[config.mk]
export PLATFORM = sky130hd
export DESIGN_NAME = alu_result_stage
export DESIGN_NICKNAME = d
export VERILOG_FILES = /design/src/rtl/alu_result_stage.sv
export SDC_FILE = /design/constraint.sdc
export NUM_CORES = 1
export LEC_CHECK = 0
export ABC_AREA = 1
export BUFFER_PORTS_ARGS = -buffer_cell sky130_fd_sc_hd__buf_2
export CORE_MARGIN = 5
export CORE_UTILIZATION = 55
export DETAILED_ROUTE_END_ITERATION = 8
export PLACE_DENSITY_LB_ADDON = 0.05
export SYNTH_ARGS = -nofsm -noshare
export SYNTH_HDL_FRONTEND = slang
export SYNTH_SLANG_ARGS = --single-unit
export TNS_END_PERCENT = 10
[constraint.sdc]
create_clock -name clk -period 2 [get_ports clk]
set_input_delay 0.3 -clock clk [delete_from_list [all_inputs] [get_ports clk]]
set_output_delay 0.3 -clock clk [all_outputs]
set_load 0.01 [all_outputs]
[src/rtl/alu_result_stage.sv]
// ============================================================================
// Module   : alu_result_stage
// Function : ALU result FIFO with per-opcode flag qualification, sticky flags
//            and a saturating accepted-operation counter.
// Revision : 1.0
// ============================================================================
`default_nettype none

module alu_result_stage #(
  parameter int WIDTH = 128,
  parameter int DEPTH = 4
) (
  input  logic                       clk,
  input  logic                       rst_n,
  input  logic                       in_valid,
  output logic                       in_ready,
  input  logic [3:0]                 in_opcode,
  input  logic [WIDTH-1:0]           in_result,
  input  logic                       in_carry,
  input  logic                       in_zero,
  input  logic                       in_overflow,
  output logic                       out_valid,
  input  logic                       out_ready,
  output logic [3:0]                 out_opcode,
  output logic [WIDTH-1:0]           out_result,
  output logic [2:0]                 out_flags,
  output logic [3:0]                 sticky_flags,
  input  logic                       sticky_clear,
  output logic [15:0]                op_count,
  output logic [$clog2(DEPTH):0]     fifo_level
);

  localparam int c_AW = $clog2(DEPTH);
  localparam int c_LW = c_AW + 1;
  localparam logic [c_LW-1:0] c_FULL = c_LW'(DEPTH);

  logic [3:0]       r_mem_op  [DEPTH];
  logic [WIDTH-1:0] r_mem_res [DEPTH];
  logic [2:0]       r_mem_flg [DEPTH];
  logic [c_AW-1:0]  r_wptr;
  logic [c_AW-1:0]  r_rptr;
  logic [c_LW-1:0]  r_level;
  logic [3:0]       r_sticky;
  logic [15:0]      r_count;

  logic w_push;
  logic w_pop;
  logic w_arith;
  logic w_illegal;
  logic w_zero;
  logic [2:0] w_flags;
  logic w_unused_zero;

  // The incoming zero flag is superseded by a recomputation from the result.
  assign w_unused_zero = in_zero;

  assign in_ready   = (r_level != c_FULL);
  assign out_valid  = (r_level != '0);
  assign w_push     = in_valid && in_ready;
  assign w_pop      = out_valid && out_ready;

  assign w_arith    = (in_opcode == 4'd0) || (in_opcode == 4'd1);
  assign w_illegal  = (in_opcode > 4'd5);
  assign w_zero     = (in_result == '0);
  assign w_flags    = {in_overflow & w_arith, in_carry & w_arith, w_zero};

  assign out_opcode   = r_mem_op[r_rptr];
  assign out_result   = r_mem_res[r_rptr];
  assign out_flags    = r_mem_flg[r_rptr];
  assign sticky_flags = r_sticky;
  assign op_count     = r_count;
  assign fifo_level   = r_level;

  always_ff @(posedge clk or negedge rst_n) begin
    if (!rst_n) begin
      for (int i = 0; i < DEPTH; i++) begin
        r_mem_op[i]  <= '0;
        r_mem_res[i] <= '0;
        r_mem_flg[i] <= '0;
      end
    end else if (w_push) begin
      r_mem_op[r_wptr]  <= in_opcode;
      r_mem_res[r_wptr] <= in_result;
      r_mem_flg[r_wptr] <= w_flags;
    end
  end

  always_ff @(posedge clk or negedge rst_n) begin
    if (!rst_n) begin
      r_wptr  <= '0;
      r_rptr  <= '0;
      r_level <= '0;
    end else begin
      if (w_push) r_wptr <= r_wptr + 1'b1;
      if (w_pop)  r_rptr <= r_rptr + 1'b1;
      case ({w_push, w_pop})
        2'b10:   r_level <= r_level + 1'b1;
        2'b01:   r_level <= r_level - 1'b1;
        default: r_level <= r_level;
      endcase
    end
  end

  // Clear applies before the set, so a coincident push leaves only its flags.
  always_ff @(posedge clk or negedge rst_n) begin
    if (!rst_n) begin
      r_sticky <= '0;
      r_count  <= '0;
    end else begin
      r_sticky <= (sticky_clear ? 4'b0000 : r_sticky)
                | (w_push ? {w_illegal, w_flags} : 4'b0000);
      if (w_push && (r_count != 16'hFFFF)) r_count <= r_count + 16'd1;
    end
  end

endmodule

`default_nettype wire

**After elaboration in Yosys (flattened, before gate mapping)**

Cells that the tools add are included.

- Register bits: 567
- Output and inout port bits: 160

- $add $sub $neg: 5
- Order comparisons: 4
- Equal/unequal tests: 5
- Muxes and demuxes: 21
- Bitwise gates (word level): 5
- Reduce and logical (&&, ||, !) cells: 9

Operators by type and width:

| cell | number |
|---|---|
| $bwmux 512 | 1 |
| $mux 128 | 3 |
| $bmux 128 s2 | 1 |
| $demux 128 s2 | 1 |
| $logic_not 128->1 | 1 |
| $mux 4 | 5 |
| $add 16x1->16 const B | 1 |
| $bwmux 16 | 1 |
| $ne 16x16->1 const B | 1 |
| $bwmux 12 | 1 |
| $mux 3 | 3 |
| $bmux 4 s2 | 1 |
| $demux 4 s2 | 1 |
| $bmux 3 s2 | 1 |
| $demux 3 s2 | 1 |
| $ge 3x3->1 const B | 2 |
| $not 2->3 | 2 |
| $pmux 3 s2 | 1 |
| $add 2x1->2 const B | 2 |
| $eq 4x1->1 const B | 1 |
| $gt 4x3->1 const B | 1 |
| $logic_and 1x1->1 | 4 |
| $logic_not 4->1 | 1 |
| $or 4x4->4 | 1 |
| other kinds (10) | 11 |

**Longest topological paths before layout**

- Word-level depth: 6
- Gate-level depth with buffers: 10
- Gate-level depth less buffers: 9

**Worst setup path after synthesis**

OpenSTA, ideal clock, no wires.

- Kind: register -> register
- Start point: reg r_level[2], in the netlist fifo_level[2]
- End point: reg r_level[2], in the netlist fifo_level[2]
- Setup time: 0.131 ns
- Data arrival time: 1.773 ns
- Slack: 0.096 ns
- Cell stages (with the launch flop): 10
- Period minus slack after synthesis: 1.904 ns
- Path through: dfrtp_1 > inv_1 > nand3_1 > and2_1 > ha_1 > inv_1 > fa_1 > a21oi_1 > o21ai_0 > xor2_1

- Word-level cells in the longest chain between the ends: 4

Ends and longest elaborated chain:

| element | line | source |
|---|---|---|
| start: declaration | 42 | `logic [c_LW-1:0] r_level;` |
| start signal: assignment | 97 | `2'b10: r_level <= r_level + 1'b1;` |
| start signal: assignment | 98 | `2'b01: r_level <= r_level - 1'b1;` |
| start signal: assignment | 99 | `default: r_level <= r_level;` |
| $reduce_bool 3->1 * | 58 | `assign out_valid = (r_level != '0);` |
| named net out_valid | 22 | `output logic out_valid,` |
| $logic_and 1x1->1 * | 60 | `assign w_pop = out_valid && out_ready;` |
| named net w_pop | 47 | `logic w_pop;` |
| $eq 2x1->1 or $eq 2x2->1 (tied branches) | 96 | `case ({w_push, w_pop})` |
| $pmux 3 s2 or $reduce_bool 2->1 (tied branches) | n/a |  |

The timed path passes the listed nets; every way through them passes the cells marked *.
A chain may end at the register's enable or synchronous reset.

**Final worst setup path**

- Start point: reg r_rptr[0]
- End point: out out_result[0]

- Word-level cells in the longest chain between the ends: 4

Ends and longest elaborated chain:

| element | line | source |
|---|---|---|
| start: declaration | 41 | `logic [c_AW-1:0] r_rptr;` |
| start signal: assignment | 95 | `if (w_pop) r_rptr <= r_rptr + 1'b1;` |
| $not 2->3 (implied by the code) | 68 | `assign out_result = r_mem_res[r_rptr];` |
| $bmux 128 s2 | 68 |  |
| $mux 128 (implied by the code) (2 in a row) | 68 |  |
| end: declaration | 25 | `output logic [WIDTH-1:0] out_result,` |

No other way between the ends. The select of a mux whose other input is x is not followed.

==> results.toml <==
[clock_network]
clk_path_buf_depth = 3
htree_levels = 2
insertion_delay_ns = 0.63
cts_root_buf = "clkbuf_16"
cts.clk_slew.worst_paths_ns = 0.06
cts_tree = "done"
clock_sinks = 567
cts_buffers = 59

[outcome]
failed_checks = "setup timing"
status = "finished, violations left"

[final_layout]
final_nets = 3427
fin_area_sq_mm = 0.0322
areaGrowthSynthToFinish_pct = 23.2
mostFrequentLayoutCell = "nand2_1"
finalNonFillerCells = 3934
nFillCells = 3714
final_cell_mix = "nand2_1, dfrtp_1, o21ai_0, nor2_1, buf_2"
utilization_pct = 68.8
layout-drive-gt1-share_pct = 23.5

[power_and_ir_drop]
p_switching_mw = 23.3
leakage_nw = 15.5
ir_worst_vdd_mv = 1.19
p_comb_share_pct = 47.0
clockPowerShare_pct = 19.7
seqPwrFrac_pct = 33.3
p_int_mw = 34.9
powerDensity_mw_per_mm2 = 1810
sw_frac_of_total_pct = 40.0

[die]
die_area_sq_mm = 0.0520
die_width_um = 228
num_rows = 79
io_pins = 300
initial_core_util_pct = 55.9
coreArea_sq_mm = 0.0468
fp.dieH_um = 228

[placed_design]
port_buffers = 298
placedCellCount = 3714
hpwl_um = 43700
placed_cell_area_sq_mm = 0.0281
gp_congestion = 0.831

[timing]
rsz0062_at_grt = "true"
worstMarginPinSlew_ns = 0.676
slew_headroom_pct = 54.9
fin_crit_sh_pct = 120
drv_slew = 0
fin_worst_skew_ns = 0.0202
hold_viol = 0
fmax_mhz = 416
timing.final.crit_period_ns = 2.40
final.setup.worst_slack_ns = -0.403
tns_ns = -41.95
finalSetupViolCount = 135

[critical_path]
cp-start-kind = "flop"
cp_max_fo = 22
crit_arrival_ns = 2.10
critPathMaxStageDelay_ns = 0.55
crit_path_top_delay_cell = "dfrtp_4"
crit_type = "flop to output port"
crit_chain = "inv_12 > buf_6 > o21ai_0 > o22ai_1 > buf_2"
worstPathRequired_ns = 1.70
cp-end-kind = "output port"

[synth]
synth_nets = 3082
synth_seq_cells = 567
synthesis.area_sq_mm = 0.0261
yosysSeqAreaShare_pct = 54.3
ys_types = 33
synth.avg_cell_area_sq_um = 8.90
syn_inst = 2935
synth-warning-count = 0

[global_routing]
grt_first_pass_wirelength_um = 117000
grt_use_total_pct = 27.2
antenna_found_initial = 2
grt_overflow = 0
grt_pass1_vias = 21800
grt_max_degree = 119

[hold_path]
hp-class = "primary input to flop"

[drt]
wl_per_cell_um = 18.7
routed_via_density = 5.64
ant_nets = 0
drt_first_pass_iters = 6
drt_wl_total_um = 73700
first_iter_violations = 1978
drcViolationCount = 0
vias = 22200

[run]
cap_violations = 0
[state kept, by name (all words and copies together) (netlist names)]
signal / cells
r_mem_res: 512
op_count: 16
r_mem_op: 16
r_mem_flg: 12
sticky_flags: 4
fifo_level: 3
r_rptr: 2
r_wptr: 2
[power by group through the flow]
stage	sequential, mW	clock [mW]	combinational, mW
final	19.4	11.5	27.4
after CTS	19.2	11.7	25.9
after detailed placement	19.3	0	23.4
after global routing	19.9	12.2	30.1
after global placement	19.1	0	22.9
after floorplan	18.6	0	15.7
[cells in the mapped netlist, drive strengths merged]
library cell,instances,area share (%)
buf,114,4.3
nand3,19,0.43
nor3,4,0.12
o21ai,817,18
o22ai,135,3.2
nand4,2,0.048
xor2,7,0.23
nor2,359,5.2
fa,1,0.077
a21oi,2,0.038
clkbuf,92,1.3
and2,1,0.024
xnor2,11,0.37
nand3b,1,0.043
clkinv,1,0.014
nand2,642,9.6
dfrtp,567,54
o2111ai,1,0.034
inv,153,2.3
ha,6,0.29
[worst max-delay path, delay by kind of cell (launching register included)]
kind	cells	cell delay, ns
buffers and inverters	3	0.56
flip-flops	1	0.55
AO/OA/AOI/OAI	2	0.39
[worst paths after layout]
| kind | start | endpoint | slack, ns | cells past startpoint |
|---|---|---|---|---|
| worst max register to register | fifo_level[0] | r_mem_res[389] | 0.18 | 8 |
| worst max-delay path | r_rptr[0] | out_result[0] | -0.40 | 5 |
| worst min register to register | r_mem_res[348] | r_mem_res[348] | 0.48 | 2 |
| worst min-delay path | in_result[8] | r_mem_res[8] | 0.03 | 3 |
| max in group asynchronous | rst_n | op_count[0] | 0.95 | 3 |
| min in group asynchronous | rst_n | r_mem_res[43] | 0.11 | 2 |
[metal layers]
layer,up-vias,global-route usage [%],part of all wire [%]
li1,10500,-,-
met1,10800,38.2,43
met2,777,43.7,47
met3,140,4.58,6.9
met4,2,8.72,3.0
met5,-,0,0.015
[repair_timing]
| action | in CTS | in global routing |
|---|---|---|
| resized for setup | 98 | 116 |
| hold buffers | 68 | 0 |
| setup endpoints to repair | 135 | 136 |
| hold endpoints to repair | 619 | 0 |
| cloned | 11 | 10 |
| pin swaps | 29 | 25 |
| setup buffers | 14 | 9 |
[layout make-up]
cell class	count	area [sq um]	area share, %
tap	607	759	2.36
clock buffer	83	1730	5.37
timing repair buffer	490	4370	13.6
inverter	154	613	1.90
multi-input combinational	2008	10200	31.7
clock inverter	24	310	0.964
antenna	1	2.50	0.00777
sequential	567	14200	44.1
[cells by family (layout without fill, tap and decap cells)]
| kind of cell | Yosys count | count (layout) | share of synthesized area (%) |
|---|---|---|---|
| buffers and inverters | 360 | 751 | 7.92 |
| flip-flops | 567 | 567 | 54.3 |
| XOR/XNOR | 18 | 18 | 0.603 |
| AO/OA/AOI/OAI | 955 | 955 | 21.4 |
| other | 0 | 1 | 0 |
| adder cells (fa/ha/maj) | 7 | 7 | 0.364 |
| AND/OR/NAND/NOR | 1028 | 1028 | 15.4 |
[per-stage QoR]
stage               hold WS (ns)  setup WS (ns)  power [mW]
floorplan                0.00441         0.0958        34.4
global placement           0.152          0.132        42.0
detailed placement         0.151          0.136        42.7
CTS                      0.00151         -0.435        56.7
global route              0.0232         -0.471        62.2
finish                    0.0288         -0.403        58.2
No activity file was read; power rests on OpenSTA's default activity.
